`src/rtl/bank_sched_pkg.sv`:
```
// Shared types and constants for the ping-pong frame buffer scheduler.
package bank_sched_pkg;

  localparam int unsigned DIM_DEF = 5;
  localparam int unsigned W_DEF   = 64;
  localparam int unsigned LAST    = DIM_DEF - 1;
  localparam int unsigned COORD_W = 3;

  typedef enum logic [1:0] {
    BANK_EMPTY    = 2'd0,
    BANK_FILLING  = 2'd1,
    BANK_FULL     = 2'd2,
    BANK_DRAINING = 2'd3
  } bank_state_e;

  // A bank holding a complete frame cannot accept writes.
  function automatic logic bank_busy(bank_state_e s);
    return (s == BANK_FULL) || (s == BANK_DRAINING);
  endfunction

endpackage

```
`src/rtl/raster_ctr.sv`:
```
// Raster-order (x,y) lane counter with clear, advance, hold and last-lane flag.
module raster_ctr
  import bank_sched_pkg::*;
#(
  parameter int unsigned LAST_IDX = LAST
) (
  input  logic               clk,
  input  logic               rst,
  input  logic               clr_i,
  input  logic               adv_i,
  output logic [COORD_W-1:0] x_o,
  output logic [COORD_W-1:0] y_o,
  output logic               last_o
);

  logic [COORD_W-1:0] x_q, x_d;
  logic [COORD_W-1:0] y_q, y_d;

  // Next position: clear wins over advance; x wraps into the next row.
  always_comb begin
    x_d = x_q;
    y_d = y_q;
    if (clr_i) begin
      x_d = '0;
      y_d = '0;
    end else if (adv_i) begin
      if (x_q == COORD_W'(LAST_IDX)) begin
        x_d = '0;
        y_d = (y_q == COORD_W'(LAST_IDX)) ? '0 : y_q + COORD_W'(1);
      end else begin
        x_d = x_q + COORD_W'(1);
      end
    end
  end

  // Coordinate registers.
  always_ff @(posedge clk or negedge rst) begin
    if (!rst) begin
      x_q <= '0;
      y_q <= '0;
    end else begin
      x_q <= x_d;
      y_q <= y_d;
    end
  end

  assign x_o    = x_q;
  assign y_o    = y_q;
  assign last_o = (x_q == COORD_W'(LAST_IDX)) && (y_q == COORD_W'(LAST_IDX));

endmodule

```
`src/rtl/bank_sched.sv`:
```
// Two-bank ping-pong scheduler: raster-writes incoming frames, drains them in arrival order.
module bank_sched
  import bank_sched_pkg::*;
#(
  parameter int unsigned DIM = DIM_DEF,
  parameter int unsigned W   = W_DEF
) (
  input  logic               clk,
  input  logic               rst,
  input  logic               pushin,
  input  logic               firstin,
  input  logic [W-1:0]       din,
  output logic               stopin,
  output logic               wr,
  output logic               wbank,
  output logic [COORD_W-1:0] wx,
  output logic [COORD_W-1:0] wy,
  output logic [W-1:0]       wd,
  output logic               rbank,
  output logic [COORD_W-1:0] rx,
  output logic [COORD_W-1:0] ry,
  output logic               pushout,
  output logic               firstout,
  input  logic               stopout
);

  localparam int unsigned LAST_IDX = DIM - 1;

  bank_state_e bank_q [0:1];
  bank_state_e bank_d [0:1];
  logic        wp_q, wp_d;
  logic        rp_q, rp_d;
  logic        wr_q, wr_d;
  logic        wbank_q, wbank_d;
  logic [W-1:0] wd_q;
  logic        po_q, po_d;
  logic        fo_q, fo_d;
  logic        rbank_q, rbank_d;

  logic w_clr, w_adv, w_last;
  logic r_clr, r_adv, r_last;
  logic fin_w, wp_eff, push_acc, consume;

  raster_ctr #(.LAST_IDX(LAST_IDX)) u_wctr (
    .clk    (clk),
    .rst    (rst),
    .clr_i  (w_clr),
    .adv_i  (w_adv),
    .x_o    (wx),
    .y_o    (wy),
    .last_o (w_last)
  );

  raster_ctr #(.LAST_IDX(LAST_IDX)) u_rctr (
    .clk    (clk),
    .rst    (rst),
    .clr_i  (r_clr),
    .adv_i  (r_adv),
    .x_o    (rx),
    .y_o    (ry),
    .last_o (r_last)
  );

  // A frame's last write is on the output this cycle, so the writer already
  // targets the other bank; stopin looks at that bank to keep back-to-back frames safe.
  always_comb begin
    fin_w    = wr_q & w_last;
    wp_eff   = wp_q ^ fin_w;
    stopin   = bank_busy(bank_q[wp_eff]);
    push_acc = pushin & ~stopin;
    consume  = po_q & ~stopout;
  end

  // Next-state for bank states, pointers, writer and reader outputs.
  always_comb begin
    bank_d  = bank_q;
    wp_d    = wp_q;
    rp_d    = rp_q;
    wr_d    = 1'b0;
    wbank_d = wbank_q;
    w_clr   = 1'b0;
    w_adv   = 1'b0;
    po_d    = po_q;
    fo_d    = fo_q;
    rbank_d = rbank_q;
    r_clr   = 1'b0;
    r_adv   = 1'b0;

    // Writer: close the completed frame, then handle this cycle's push.
    if (fin_w) begin
      bank_d[wp_q] = BANK_FULL;
      wp_d         = ~wp_q;
    end
    if (push_acc) begin
      if (firstin) begin
        wr_d           = 1'b1;
        wbank_d        = wp_eff;
        w_clr          = 1'b1;
        bank_d[wp_eff] = BANK_FILLING;
      end else if (!fin_w && (bank_q[wp_q] == BANK_FILLING)) begin
        wr_d  = 1'b1;
        w_adv = 1'b1;
      end
    end

    // Reader: start on a full bank, advance on consume, chain to the other bank.
    if (!po_q) begin
      if (bank_q[rp_q] == BANK_FULL) begin
        po_d         = 1'b1;
        fo_d         = 1'b1;
        rbank_d      = rp_q;
        r_clr        = 1'b1;
        bank_d[rp_q] = BANK_DRAINING;
      end
    end else if (consume) begin
      if (r_last) begin
        bank_d[rp_q] = BANK_EMPTY;
        rp_d         = ~rp_q;
        if (bank_q[~rp_q] == BANK_FULL) begin
          po_d          = 1'b1;
          fo_d          = 1'b1;
          rbank_d       = ~rp_q;
          r_clr         = 1'b1;
          bank_d[~rp_q] = BANK_DRAINING;
        end else begin
          po_d = 1'b0;
          fo_d = 1'b0;
        end
      end else begin
        r_adv = 1'b1;
        fo_d  = 1'b0;
      end
    end
  end

  // State and registered outputs.
  always_ff @(posedge clk or negedge rst) begin
    if (!rst) begin
      bank_q[0] <= BANK_EMPTY;
      bank_q[1] <= BANK_EMPTY;
      wp_q      <= 1'b0;
      rp_q      <= 1'b0;
      wr_q      <= 1'b0;
      wbank_q   <= 1'b0;
      wd_q      <= '0;
      po_q      <= 1'b0;
      fo_q      <= 1'b0;
      rbank_q   <= 1'b0;
    end else begin
      bank_q[0] <= bank_d[0];
      bank_q[1] <= bank_d[1];
      wp_q      <= wp_d;
      rp_q      <= rp_d;
      wr_q      <= wr_d;
      wbank_q   <= wbank_d;
      wd_q      <= din;
      po_q      <= po_d;
      fo_q      <= fo_d;
      rbank_q   <= rbank_d;
    end
  end

  assign wr       = wr_q;
  assign wbank    = wbank_q;
  assign wd       = wd_q;
  assign pushout  = po_q;
  assign firstout = fo_q;
  assign rbank    = rbank_q;

endmodule
```
`config.mk`:
```
export PLATFORM = sky130hd
export DESIGN_NAME = bank_sched
export DESIGN_NICKNAME = d
export VERILOG_FILES = /design/src/rtl/bank_sched_pkg.sv /design/src/rtl/raster_ctr.sv /design/src/rtl/bank_sched.sv
export SDC_FILE = /design/constraint.sdc
export NUM_CORES = 1
export LEC_CHECK = 0
export CAP_MARGIN = 0
export CELL_PAD_IN_SITES_DETAIL_PLACEMENT = 0
export CELL_PAD_IN_SITES_GLOBAL_PLACEMENT = 1
export CORE_ASPECT_RATIO = 1.25
export CORE_MARGIN = 4
export CORE_UTILIZATION = 33
export DETAILED_ROUTE_END_ITERATION = 7
export PLACE_DENSITY = 0.88
export SYNTH_ARGS = -nofsm -noshare
export SYNTH_HDL_FRONTEND = slang
export SYNTH_SLANG_ARGS = --single-unit
```
`constraint.sdc`:
```
create_clock -name clk -period 3.7 [get_ports clk]
set_input_delay 0.37 -clock clk [delete_from_list [all_inputs] [get_ports clk]]
set_output_delay 0.37 -clock clk [all_outputs]
set_load 0.01 [all_outputs]
```
Word-level counts from Yosys, hierarchy flattened

Cells that the tools add are included.

Register bits after elaboration: 87
Input port bits: 69
Output and inout bits: 82
Logic and storage cells: 148

Add/subtract/negate cells: 4
Magnitude comparators: 8
Eq/ne operators: 12
Multiplexer cells: 68
Bitwise operators: 22
Reductions and logical operators: 20

Operators with widths:

| cell                                                                         | number |
|---|---|
| 3-bit 2-to-1 mux                                                             | 14 |
| 2-bit 2-to-1 mux                                                             | 16 |
| 4-bit 2-to-1 mux                                                             | 8 |
| 1-bit 2-to-1 mux                                                             | 26 |
| 3-bit by 1-bit adder with 3-bit output, second input constant                | 4 |
| 3-bit == test, second input constant                                         | 4 |
| 2-bit nonzero test                                                           | 5 |
| 2-bit demux with 1-bit select                                                | 4 |
| 2-bit == test, second input constant                                         | 4 |
| 2-bit greater-or-equal comparator, second input constant                     | 4 |
| 2-bit by 1-bit less-than comparator with 1-bit output, second input constant | 4 |
| 1-bit NOT with 2-bit output                                                  | 4 |
| 4-bit bitwise OR                                                             | 2 |
| 2-bit AND reduction                                                          | 4 |
| 1-bit logical AND                                                            | 7 |
| 2-bit by 1-bit inequality test with 1-bit output, second input constant      | 3 |
| 2-bit bitwise AND                                                            | 2 |
| 4-bit bitwise AND                                                            | 1 |
| 1-bit NOT                                                                    | 4 |
| 2-bit NOT                                                                    | 2 |
| 4-bit NOT                                                                    | 1 |
| 2-bit bitwise OR                                                             | 2 |
| 4-bit AND reduction                                                          | 1 |
| 1-bit bitwise AND                                                            | 3 |
| 5 further kinds                                                              | 5 |

Longest topological paths before layout

Word-level depth: 19
Depth in mapped cells: 8
Gate-level depth less buffers: 6

Cells and area by module

A second synthesis with hierarchy kept.

Cell total of the unflattened synthesis: 207
Area total of the unflattened synthesis: 2,939.1 µm²

Modules (own cells, without submodules):

| module     | times used | cells an instance | area each (µm²) |
|---|---|---|---|
| bank_sched | 1          | 133               | 2,248.4 |
| raster_ctr | 2          | 37                | 345.3 |

Worst setup path after synthesis

Ideal clock, no wire load.

Path kind: register to output
Start point: reg u_wctr.y_q[0] (netlist: u_wctr.y_o[0])
End point: out stopin
Arrival time: 1.763 ns
Path slack: 1.567 ns
Stages on the path, launching flop included: 8
Buffers on the path: 1
Path through: dfrtp_1 -> inv_1 -> ha_1 -> nand3_2 -> or3_1 -> buf_2 -> nand2_1 -> mux2_2

Cells in the longest elaborated chain, start to end: 10

RTL lines:

| what                                                  | RTL line             | RTL |
|---|---|---|
| start: declaration                                    | raster_ctr.sv:17     | `logic [COORD_W-1:0] y_q, y_d;` |
| start signal: assignment                              | raster_ctr.sv:43     | `y_q <= y_d;` |
| 3-bit == test *                                       | raster_ctr.sv:49     | `assign last_o = (x_q == COORD_W'(LAST_IDX)) && (y_q == COORD_W'(LAST_IDX));` |
| 1-bit logical AND *                                   | raster_ctr.sv:49     |  |
| 1-bit bitwise AND *                                   | bank_sched.sv:67     | `fin_w = wr_q & w_last;` |
| 1-bit bitwise XOR *                                   | bank_sched.sv:68     | `wp_eff = wp_q ^ fin_w;` |
| 1-bit NOT with 2-bit output (implied by the code) *   | bank_sched.sv:69     | `stopin = bank_busy(bank_q[wp_eff]);` |
| 2-bit 2-to-1 mux (implied by the code) * (3 in a row) | bank_sched.sv:69     |  |
| 2-bit == test                                         | bank_sched_pkg.sv:18 | `return (s == BANK_FULL) \|\| (s == BANK_DRAINING);` |
| 1-bit logical OR *                                    | bank_sched_pkg.sv:18 |  |
| end: declaration                                      | bank_sched.sv:13     | `output logic stopin,` |

Mark *: on every way between the ends. The rest lies on a longest branch, timed or not. The select of a mux whose other input is x is not followed.

Worst setup path after layout

Same ends and word-level chain as after synthesis.

==> results.md <==
- Syn Area/Cell: ~14 sq um
- Maximum clock frequency: approximately 0.33 GHz
- Core Util, Final: a little over half
- ANT nets after route: 0
- Final hold violations: 0
- Crit end category: output port
- Post-Route Skew: about 0.01 ns
- Family with the most delay on the worst path: simple AND/OR/NAND/NOR gates
- Vias: between 2000 and 2500
- Die ar.: 10800 sq um
- Drc violations: 0
- Iteration-0 DRC Markers: 144
- Post-synth top cells: dfrtp_1, inv_1, o21ai_0, nor2_1, a21oi_1
- Met1 Use GR: between 10% and 20%
- Most frequent cell after synthesis: dfrtp_1
- Area of the multi-input gates: about 780 sq um
- First-pass GRT wire length: approximately 12 mm
- Clock-pin slew on the worst setup and hold paths: around 0.09 ns
- PwrDens: 448 nW/um^2
- Area Overhead vs Synth: 59.4%
- CTS Buffer Depth: 2
- Postcts setup bufs: 0
- Area leader, netlist: dfrtp_1
- Cts bufs inserted: 9
- Fin crit period: between 3 and 4 ns
- Top post-synthesis cells by area: dfrtp_1, ha_1, o21ai_0
- Synth warnings: 0
- Register area share after synthesis: a little under three quarters
- Crit path required time: between 3 and 4 ns
- WL per Instance: about 16 um
- Worst-path fanout max: 8
- Clk Latency, worst-skew pair: between 0.3 and 0.4 ns
- CP Cell Sequence: inv_1 > ha_1 > nand3_2 > or3_1 > nand2_1 > mux2_2 > clkdlybuf4s50_1
- Final setup fails: 0
- Pin count of the biggest net entering global routing: 88
- Post-route clock period utilization: just over 80%
- Grt total ovfl: 0
- Hold Path Class: in2async
- CTS tree: built
- Met3 usage in global routing: under 10%
- Overall power: ~2.2 mW
- Die Ht: 115 um
- IO Pins: roughly 150
- Post-synth ARST share: between 90% and 100%
- Gpl congestion: between 0.7 and 0.8
- # fillers: 768
- Antenna violations before repair: 0
- Port Buffers: 150
- Final TNS setup: 0 ns
- Status: finished clean
- Synthesis-stage register bit count: between 80 and 90
- Pre-Repair DR Iteration Count: 4
- Slew @ Worst Pin: about 1.1 ns
- Grt peak-use layer: met2
- CP max stage cell: or3_1
- Mapped cell area: about 3000 sq um
- Root buffer cell: clkbuf_8
- Antenna cells: 0
- Post-detail-place hpwl: 6.05 mm
- RSZ-0062 raised after global routing: false
- Cts repair resizes: 0
- Fin. max-slew vios: 0
- Initial Util: between 30% and 40%
- Synthesized Nets: 300
- FF/Latch Area: 2180 sq um
- Die Wd: between 90 and 100 um
- Peak VDD IR: 279 uV
- Max stage delay on crit path: approximately 0.49 ns
- Max-cap violations: 0
- Post-Syn Instances: approximately 220
- Hold Buf Count CTS: 0
- M2 GR Usage: a little over a quarter
- Total core area: between 8000 and 9000 sq um
- Share of post-route cells with drive strength above 1: 5.48%
- H-tree level count: 3
- Area share of the largest cell type after synthesis: between 70% and 80%
- EDFF count, synth: 0
- Lkg Pwr: between 2 and 2.5 nW
- Row count: 38
- Arr. time, crit path: roughly 2.7 ns
- Gr usage total: approximately 15%
- Avg Vias per Cell: ~4.7
- Predominant post-synthesis flop cell: dfrtp_1
- Post-synth cell types: 46
- Critical Path Start Type: flip-flop
- Relative slew slack: ~28%
- Clk sinks: 87
- Vias in the first global route: approximately 2400
- Drt total wl: about 8 mm
- WS Path Type: reg2out
- Layout Nets: roughly 460
- CP Buf/Inv Count: 2
flip-flops by register name, indices dropped and copies added, names as in the netlist:
| name | flops |
|---|---|
| wd | 64 |
| pushout | 1 |
| rbank | 1 |
| u_rctr.y_o | 3 |
| wr | 1 |
| rp_q | 1 |
| u_wctr.y_o | 3 |
| u_rctr.x_o | 3 |
| firstout | 1 |
| u_wctr.x_o | 3 |
| bank_q | 4 |
| wbank | 1 |
| wp_q | 1 |
kinds of logic after synthesis:
kind of cell	count (synthesis)	share of synthesized area, %
multiplexers	3	1.03
AND/OR/NAND/NOR	51	9.83
buffers and inverters	21	2.88
adder cells (fa/ha/maj)	8	3.29
flip-flops	87	71.5
AO/OA/AOI/OAI	53	11.4
metrics by stage:
| step | setup WS, ns | hold slack [ns] | cell area, sq um | std cells |
|---|---|---|---|---|
| after floorplan | 1.57 | 0.0744 | 3040 | 223 |
| after global placement | 1.09 | 0.524 | 4660 | 487 |
| after detailed placement | 1.03 | 0.530 | 4660 | 487 |
| after CTS | 0.615 | 0.240 | 4850 | 503 |
| after global routing | 0.473 | 0.291 | 4850 | 503 |
| final | 0.643 | 0.174 | 4850 | 503 |
layer usage:
| layer | up-vias | routed length, um |
|---|---|---|
| met2 | 94 | 4170 |
| met1 | 1151 | 2760 |
| met4 | 0 | 193 |
| met5 | - | 0 |
| li1 | 1093 | - |
| met3 | 13 | 836 |
where the power goes:
group,leakage (nW),switching [mW],total [mW],internal [mW]
logic,0.943,0.196,0.454,0.258
registers,1.04,0.0651,1.09,1.03
clock network,0.0927,0.354,0.626,0.273
layout by cell type, fill, tap and decap left out, types with 4 or more instances in the layout:
cell / netlist / routed
clkdlybuf4s50_1: 0 / 149
and3_1: 4 / 4
ha_1: 8 / 8
o21ai_0: 14 / 14
nor3b_1: 4 / 4
a211oi_1: 5 / 5
nor3_1: 5 / 5
clkbuf_8: 0 / 10
dfrtp_1: 87 / 87
nand2_1: 8 / 8
nor2_1: 12 / 12
a21oi_1: 10 / 10
inv_1: 15 / 15
cell type report:
type	instances	share of cell area [%]
multi-input cells	115	16.0
inverters	15	1.16
clock buffers	10	2.84
repair buffers	150	30.9
flip-flops and latches	87	44.9
clock inverters	6	1.06
well taps	120	3.10
worst paths after layout:
kind / from / end / slack, ns / depth (start not counted)
worst min register to register: firstout / firstout / 0.53 / 2
worst max-delay path: u_wctr.y_o[0] / stopin / 0.64 / 7
max in group asynchronous: rst / wd[59] / 2.80 / 1
worst min-delay path: rst / wd[37] / 0.17 / 1
min in group clk: din[39] / wd[39] / 0.44 / 1
worst max register to register: u_wctr.y_o[0] / wr / 1.54 / 6
Power figures use the tool's default switching activity.
